<file path="src/rtl/id_ex_stage.sv">
// ID/EX pipeline register plus EX-stage operand forwarding and immediate select.
// Latency: one cycle from decode inputs to E registers; operand muxing is combinational.
// Backpressure: stall holds every E register, flush (or an invalid decode slot) loads a bubble.
module id_ex_stage #(
    parameter int DATA_WIDTH     = 32,
    parameter int REG_ADDR_WIDTH = 5
) (
    input  logic                      clk,
    input  logic                      rst,
    input  logic                      stall,
    input  logic                      flush,
    input  logic                      valid_d,
    input  logic [DATA_WIDTH-1:0]     pc_d,
    input  logic [REG_ADDR_WIDTH-1:0] rs1_d,
    input  logic [REG_ADDR_WIDTH-1:0] rs2_d,
    input  logic [REG_ADDR_WIDTH-1:0] rd_d,
    input  logic [DATA_WIDTH-1:0]     rd1_d,
    input  logic [DATA_WIDTH-1:0]     rd2_d,
    input  logic [DATA_WIDTH-1:0]     imm_ext_d,
    input  logic [2:0]                alu_ctrl_d,
    input  logic                      alu_src_d,
    input  logic                      reg_write_d,
    input  logic                      mem_write_d,
    input  logic                      branch_d,
    input  logic                      jump_d,
    input  logic [1:0]                result_src_d,
    input  logic [DATA_WIDTH-1:0]     alu_result_m,
    input  logic [REG_ADDR_WIDTH-1:0] rd_m,
    input  logic                      reg_write_m,
    input  logic [DATA_WIDTH-1:0]     result_w,
    input  logic [REG_ADDR_WIDTH-1:0] rd_w,
    input  logic                      reg_write_w,
    output logic [2:0]                ALUControl,
    output logic [DATA_WIDTH-1:0]     ALUop1,
    output logic [DATA_WIDTH-1:0]     ALUop2,
    output logic [DATA_WIDTH-1:0]     write_data_e,
    output logic [DATA_WIDTH-1:0]     pc_e,
    output logic [DATA_WIDTH-1:0]     imm_ext_e,
    output logic [REG_ADDR_WIDTH-1:0] rs1_e,
    output logic [REG_ADDR_WIDTH-1:0] rs2_e,
    output logic [REG_ADDR_WIDTH-1:0] rd_e,
    output logic                      reg_write_e,
    output logic                      mem_write_e,
    output logic                      branch_e,
    output logic                      jump_e,
    output logic                      valid_e,
    output logic [1:0]                result_src_e,
    output logic [1:0]                fwd_a_e,
    output logic [1:0]                fwd_b_e
);

    // All E-stage state in one packed record so a bubble is simply all-zero.
    typedef struct packed {
        logic                      valid;
        logic [DATA_WIDTH-1:0]     pc;
        logic [REG_ADDR_WIDTH-1:0] rs1;
        logic [REG_ADDR_WIDTH-1:0] rs2;
        logic [REG_ADDR_WIDTH-1:0] rd;
        logic [DATA_WIDTH-1:0]     rd1;
        logic [DATA_WIDTH-1:0]     rd2;
        logic [DATA_WIDTH-1:0]     imm;
        logic [2:0]                alu_ctrl;
        logic                      alu_src;
        logic                      reg_write;
        logic                      mem_write;
        logic                      branch;
        logic                      jump;
        logic [1:0]                result_src;
    } ex_t;

    localparam logic [1:0] FWD_RF  = 2'b00;
    localparam logic [1:0] FWD_WB  = 2'b01;
    localparam logic [1:0] FWD_MEM = 2'b10;

    ex_t ex_q;
    ex_t ex_d;
    ex_t cap;

    // Pack the decode-stage fields into the E-stage record layout.
    always_comb begin
        cap            = '0;
        cap.valid      = valid_d;
        cap.pc         = pc_d;
        cap.rs1        = rs1_d;
        cap.rs2        = rs2_d;
        cap.rd         = rd_d;
        cap.rd1        = rd1_d;
        cap.rd2        = rd2_d;
        cap.imm        = imm_ext_d;
        cap.alu_ctrl   = alu_ctrl_d;
        cap.alu_src    = alu_src_d;
        cap.reg_write  = reg_write_d;
        cap.mem_write  = mem_write_d;
        cap.branch     = branch_d;
        cap.jump       = jump_d;
        cap.result_src = result_src_d;
    end

    // Next state: flush beats stall; an empty decode slot is captured as a bubble.
    always_comb begin
        ex_d = ex_q;
        if (flush) begin
            ex_d = '0;
        end else if (!stall) begin
            ex_d = valid_d ? cap : '0;
        end
    end

    // E-stage register with asynchronous clear.
    always_ff @(posedge clk or posedge rst) begin
        if (rst) begin
            ex_q <= '0;
        end else begin
            ex_q <= ex_d;
        end
    end

    // Forward select for one source index; MEM wins over WB, x0 never forwards.
    function automatic logic [1:0] fwd_sel(input logic [REG_ADDR_WIDTH-1:0] rs,
                                           input logic [REG_ADDR_WIDTH-1:0] rdm,
                                           input logic                      rwm,
                                           input logic [REG_ADDR_WIDTH-1:0] rdw,
                                           input logic                      rww);
        logic [1:0] sel;
        sel = FWD_RF;
        if (rwm && (rdm != '0) && (rdm == rs)) begin
            sel = FWD_MEM;
        end else if (rww && (rdw != '0) && (rdw == rs)) begin
            sel = FWD_WB;
        end
        return sel;
    endfunction

    // Operand muxing from live M/W producers, so operands track them during a stall.
    always_comb begin
        fwd_a_e = fwd_sel(ex_q.rs1, rd_m, reg_write_m, rd_w, reg_write_w);
        fwd_b_e = fwd_sel(ex_q.rs2, rd_m, reg_write_m, rd_w, reg_write_w);

        case (fwd_a_e)
            FWD_MEM: ALUop1 = alu_result_m;
            FWD_WB:  ALUop1 = result_w;
            default: ALUop1 = ex_q.rd1;
        endcase

        case (fwd_b_e)
            FWD_MEM: write_data_e = alu_result_m;
            FWD_WB:  write_data_e = result_w;
            default: write_data_e = ex_q.rd2;
        endcase

        ALUop2 = ex_q.alu_src ? ex_q.imm : write_data_e;
    end

    assign ALUControl   = ex_q.alu_ctrl;
    assign pc_e         = ex_q.pc;
    assign imm_ext_e    = ex_q.imm;
    assign rs1_e        = ex_q.rs1;
    assign rs2_e        = ex_q.rs2;
    assign rd_e         = ex_q.rd;
    assign reg_write_e  = ex_q.reg_write;
    assign mem_write_e  = ex_q.mem_write;
    assign branch_e     = ex_q.branch;
    assign jump_e       = ex_q.jump;
    assign valid_e      = ex_q.valid;
    assign result_src_e = ex_q.result_src;

endmodule

</file>
<file path="config.mk">
export PLATFORM = sky130hd
export DESIGN_NAME = id_ex_stage
export DESIGN_NICKNAME = d
export VERILOG_FILES = /design/src/rtl/id_ex_stage.sv
export SDC_FILE = /design/constraint.sdc
export NUM_CORES = 1
export LEC_CHECK = 0
export ABC_AREA = 1
export CORE_AREA = 2 2 164 166
export CTS_CLUSTER_DIAMETER = 120
export DETAILED_ROUTE_END_ITERATION = 7
export DIE_AREA = 0 0 166 168
export GPL_ROUTABILITY_DRIVEN = 0
export GPL_TIMING_DRIVEN = 0
export PLACE_DENSITY = 0.7
export SYNTH_ARGS = -nofsm -noshare
export SYNTH_HDL_FRONTEND = slang
export SYNTH_SLANG_ARGS = --single-unit
</file>
<file path="constraint.sdc">
create_clock -name clk -period 6.41 [get_ports clk]
set_input_delay 0.641 -clock clk [delete_from_list [all_inputs] [get_ports clk]]
set_output_delay 0.641 -clock clk [all_outputs]
set_load 0.05 [all_outputs]
</file>
==> results.py <==
metrics = {
    "drt": {
        "drc": 0,
        "via_per_inst": 4.88,
        "wl_met3_mm": 2.54,
        "wl_met1_mm": 15.7,
        "drtAntennaViolNets": 0,
        "routed.top_layer": "met5",
        "wl_met2_mm": 18.5,
        "vias": 9800,
        "drt_first_pass_iters": 5,
        "postRouteWirelength_mm": 37.8,
        "drtIter0Drc": 667,
        "wl_per_cell_um": 18.8,
    },
    "setup_path": {
        "rr_startpoint": "ex_q[6]$_DFFE_PP0P_",
        "rr_endpoint": "ex_q[6]$_DFFE_PP0P_",
        "crit_fanout": 10,
        "start_kind": "input pin",
        "crit_required_ns": 5.77,
        "ff2ff_setup_slack_ns": 5.16,
        "arrival_ns": 3.40,
        "r2r_cells": 3,
        "critical_path_class": "input pin to output port",
        "critPathCaptureType": "output port",
    },
    "cts": {
        "cts_resized": 0,
        "clock_tree.root_cell": "clkbuf_16",
        "post_cts_buffers": 0,
        "h-tree-depth": 4,
        "cts_tree": "built",
        "cts_hold_buf": 0,
        "path_clk_slew_ns": 0.06,
        "cts.sinks": 154,
        "clockBufferDepth": 2,
        "cts_made_buffers": 17,
        "insertion_delay_ns": 0.43,
    },
    "yosys": {
        "syn-num-nets": 1444,
        "synth_edf_count": 0,
        "ys_seq_area_frac": 0.425,
        "async_flop_share": 1.00,
        "ys_warn_count": 0,
        "synth.most_common_cell": "nand2_1",
        "synth_cell_types": 19,
        "yosys_most_used_dff": "dfrtp_1",
        "netlist_area_um2": 9070,
        "ys_seq_elements": 154,
        "synth_top_area_frac": 0.425,
        "synth_top_area_cell": "dfrtp_1",
        "synth_cells": 1210,
        "syn_avg_cell_area_um2": 7.49,
        "synth_area_leaders": "dfrtp_1, nand3_1, nand2_1",
        "synth_common_cells": "nand2_1, nand3_1, inv_1, dfrtp_1, o21ai_0",
    },
    "power": {
        "p_leak_nw": 6.93,
        "power_density_nw_per_um2": 205,
        "max-vdd-ir-drop_uv": 121,
    },
    "global_route": {
        "overflow": 0,
        "grt_pass1_wl_mm": 57.4,
        "grt_max_degree": 79,
        "grt_usage": 0.266,
        "grt_pass1_vias": 9853,
        "antenna_found_initial": 5,
    },
    "floorplanning": {
        "initial_core_util": 0.344,
        "io_pins": 423,
        "die_w_um": 166,
        "die_area_um2": 27900,
        "core_um2": 26400,
        "fp.dieH_um": 168,
        "num_rows": 60,
    },
    "placed_design": {
        "dp_hpwl_mm": 30.1,
        "io_buffers": 421,
        "place_inst": 1973,
    },
    "finish": {
        "finalNetCount": 1885,
        "area_growth_pct": 58.0,
        "layout.cells.non_filler": 2009,
        "layout-drive-gt1-share": 0.115,
    },
    "hold_path": {
        "worstHoldPathCells": 2,
        "hp-class": "flop to flop",
        "hold_path_end": "ex_q[46]$_DFFE_PP0P_",
        "min_from": "ex_q[46]$_DFFE_PP0P_",
    },
    "flow_run": {
        "cap_violations": 0,
    },
    "sta": {
        "setup_violations": 0,
        "max_slew.worst_pin.slew_ns": 0.864,
        "clock_skew_ns": 0,
        "max_freq_ghz": 0.248,
        "finalSetupTns_ns": 0,
        "rsz0062_at_grt": "false",
        "max_slew_margin": 0.424,
        "hold_viol": 0,
        "min_period_over_period": 0.630,
        "period_needed_ns": 4.04,
        "final_max_slew_viol_count": 0,
    },
    "outcome": {
        "status": "finished, final reports clean",
    },
}
[placed cells by master (no fill, tap or decap)]
master,netlist,final
clkdlybuf4s50_1,0,421
nand2_1,251,251
nand3_1,249,249
inv_1,164,163
dfrtp_1,154,154
o21ai_0,148,148
buf_4,91,91
clkbuf_1,50,50
nand3_2,34,34
clkbuf_16,0,17
buf_2,16,16
nor2_1,12,12
xnor2_1,8,8
xor2_1,8,8
buf_6,8,8
inv_2,6,6
inv_8,0,6
inv_6,0,6
o22ai_1,5,5
diode_2,0,4
nand3b_1,2,2
nor2_4,2,2
clkinvlp_4,0,2
nor3_1,1,1
nor2b_1,1,1
clkinv_2,0,1
clkinv_8,0,1
buf_16,0,1
[metal layers]
| layer | vias up | GRT usage |
|---|---|---|
| li1 | 4658 | - |
| met5 | - | 0 |
| met4 | 2 | 0.0949 |
| met2 | 421 | 0.458 |
| met3 | 63 | 0.0581 |
| met1 | 4656 | 0.330 |
[report_power, final]
| group | leakage [nW] | internal, W | switching, W |
|---|---|---|---|
| logic | 4.58 | 0.000343 | 0.000516 |
| registers | 2.07 | 0.00102 | 0.0000374 |
| clock network | 0.278 | 0.000520 | 0.000494 |
[layout make-up]
type                            instances  area (um2)
Clock buffer                           17         425
Tap cell                              341         427
Fill cell                            2521       12000
Antenna cell                            4        10.0
Buffer                                165        1040
Clock inverter                         15         145
Multi-Input combinational cell        721        3530
Timing Repair Buffer                  422        4240
Sequential cell                       154        3850
Inverter                              170         646
[worst max-delay path: stages]
cell and delay, ns:
clkdlybuf4s50_1 0.52, nor2_1 0.16, nand3_1 0.08, nand2_1 0.15, inv_2 0.06, nand3_2 0.17
buf_2 0.32, nand3_1 0.12, nand3_1 0.12, nand2_1 0.11, nand2_1 0.08, clkdlybuf4s50_1 0.84
[logic make-up (layout without fill, tap and decap cells)]
group,after synthesis,count (layout),share of synthesized area
AND/OR/NAND/NOR,552,552,0.289
flip-flops,154,154,0.425
buffers and inverters,335,789,0.185
AO/OA/AOI/OAI,153,153,0.0851
XOR/XNOR,16,16,0.0155
other,0,4,0
[worst max path at each step]
stage,startpoint,endpoint,cells past startpoint
floorplan,rst,ALUControl[0]$_DFFE_PP0P_,1
global placement,rst,ex_q[93]$_DFFE_PP0P_,2
detailed placement,rd_w[0],ALUop2[0],12
CTS,rd_w[0],ALUop2[0],12
global route,rd_w[0],ALUop2[0],12
finish,rd_w[0],ALUop2[0],12
[sequential cells by signal, indices dropped and copies added, names as in the netlist]
name,flops
mem_write_e,1
ex_q,65
pc_e,32
reg_write_e,1
imm_ext_e,32
result_src_e,2
rs1_e,5
valid_e,1
rs2_e,5
rd_e,5
ALUControl,3
jump_e,1
branch_e,1
[per-stage QoR]
step	util	total power (W)	instance area [um2]	setup WS, ns	hold WS (ns)
after detailed placement	0.522	0.00194	13700	2.38	0.500
final	0.544	0.00293	14300	2.37	0.507
after global placement	0.520	0.00193	13700	-0.780	0.492
after floorplan	-	0.00154	9070	1.62	0.478
after global routing	0.544	0.00303	14300	2.17	0.533
after CTS	0.543	0.00295	14300	2.37	0.515
No activity file was read; power rests on OpenSTA's default activity.
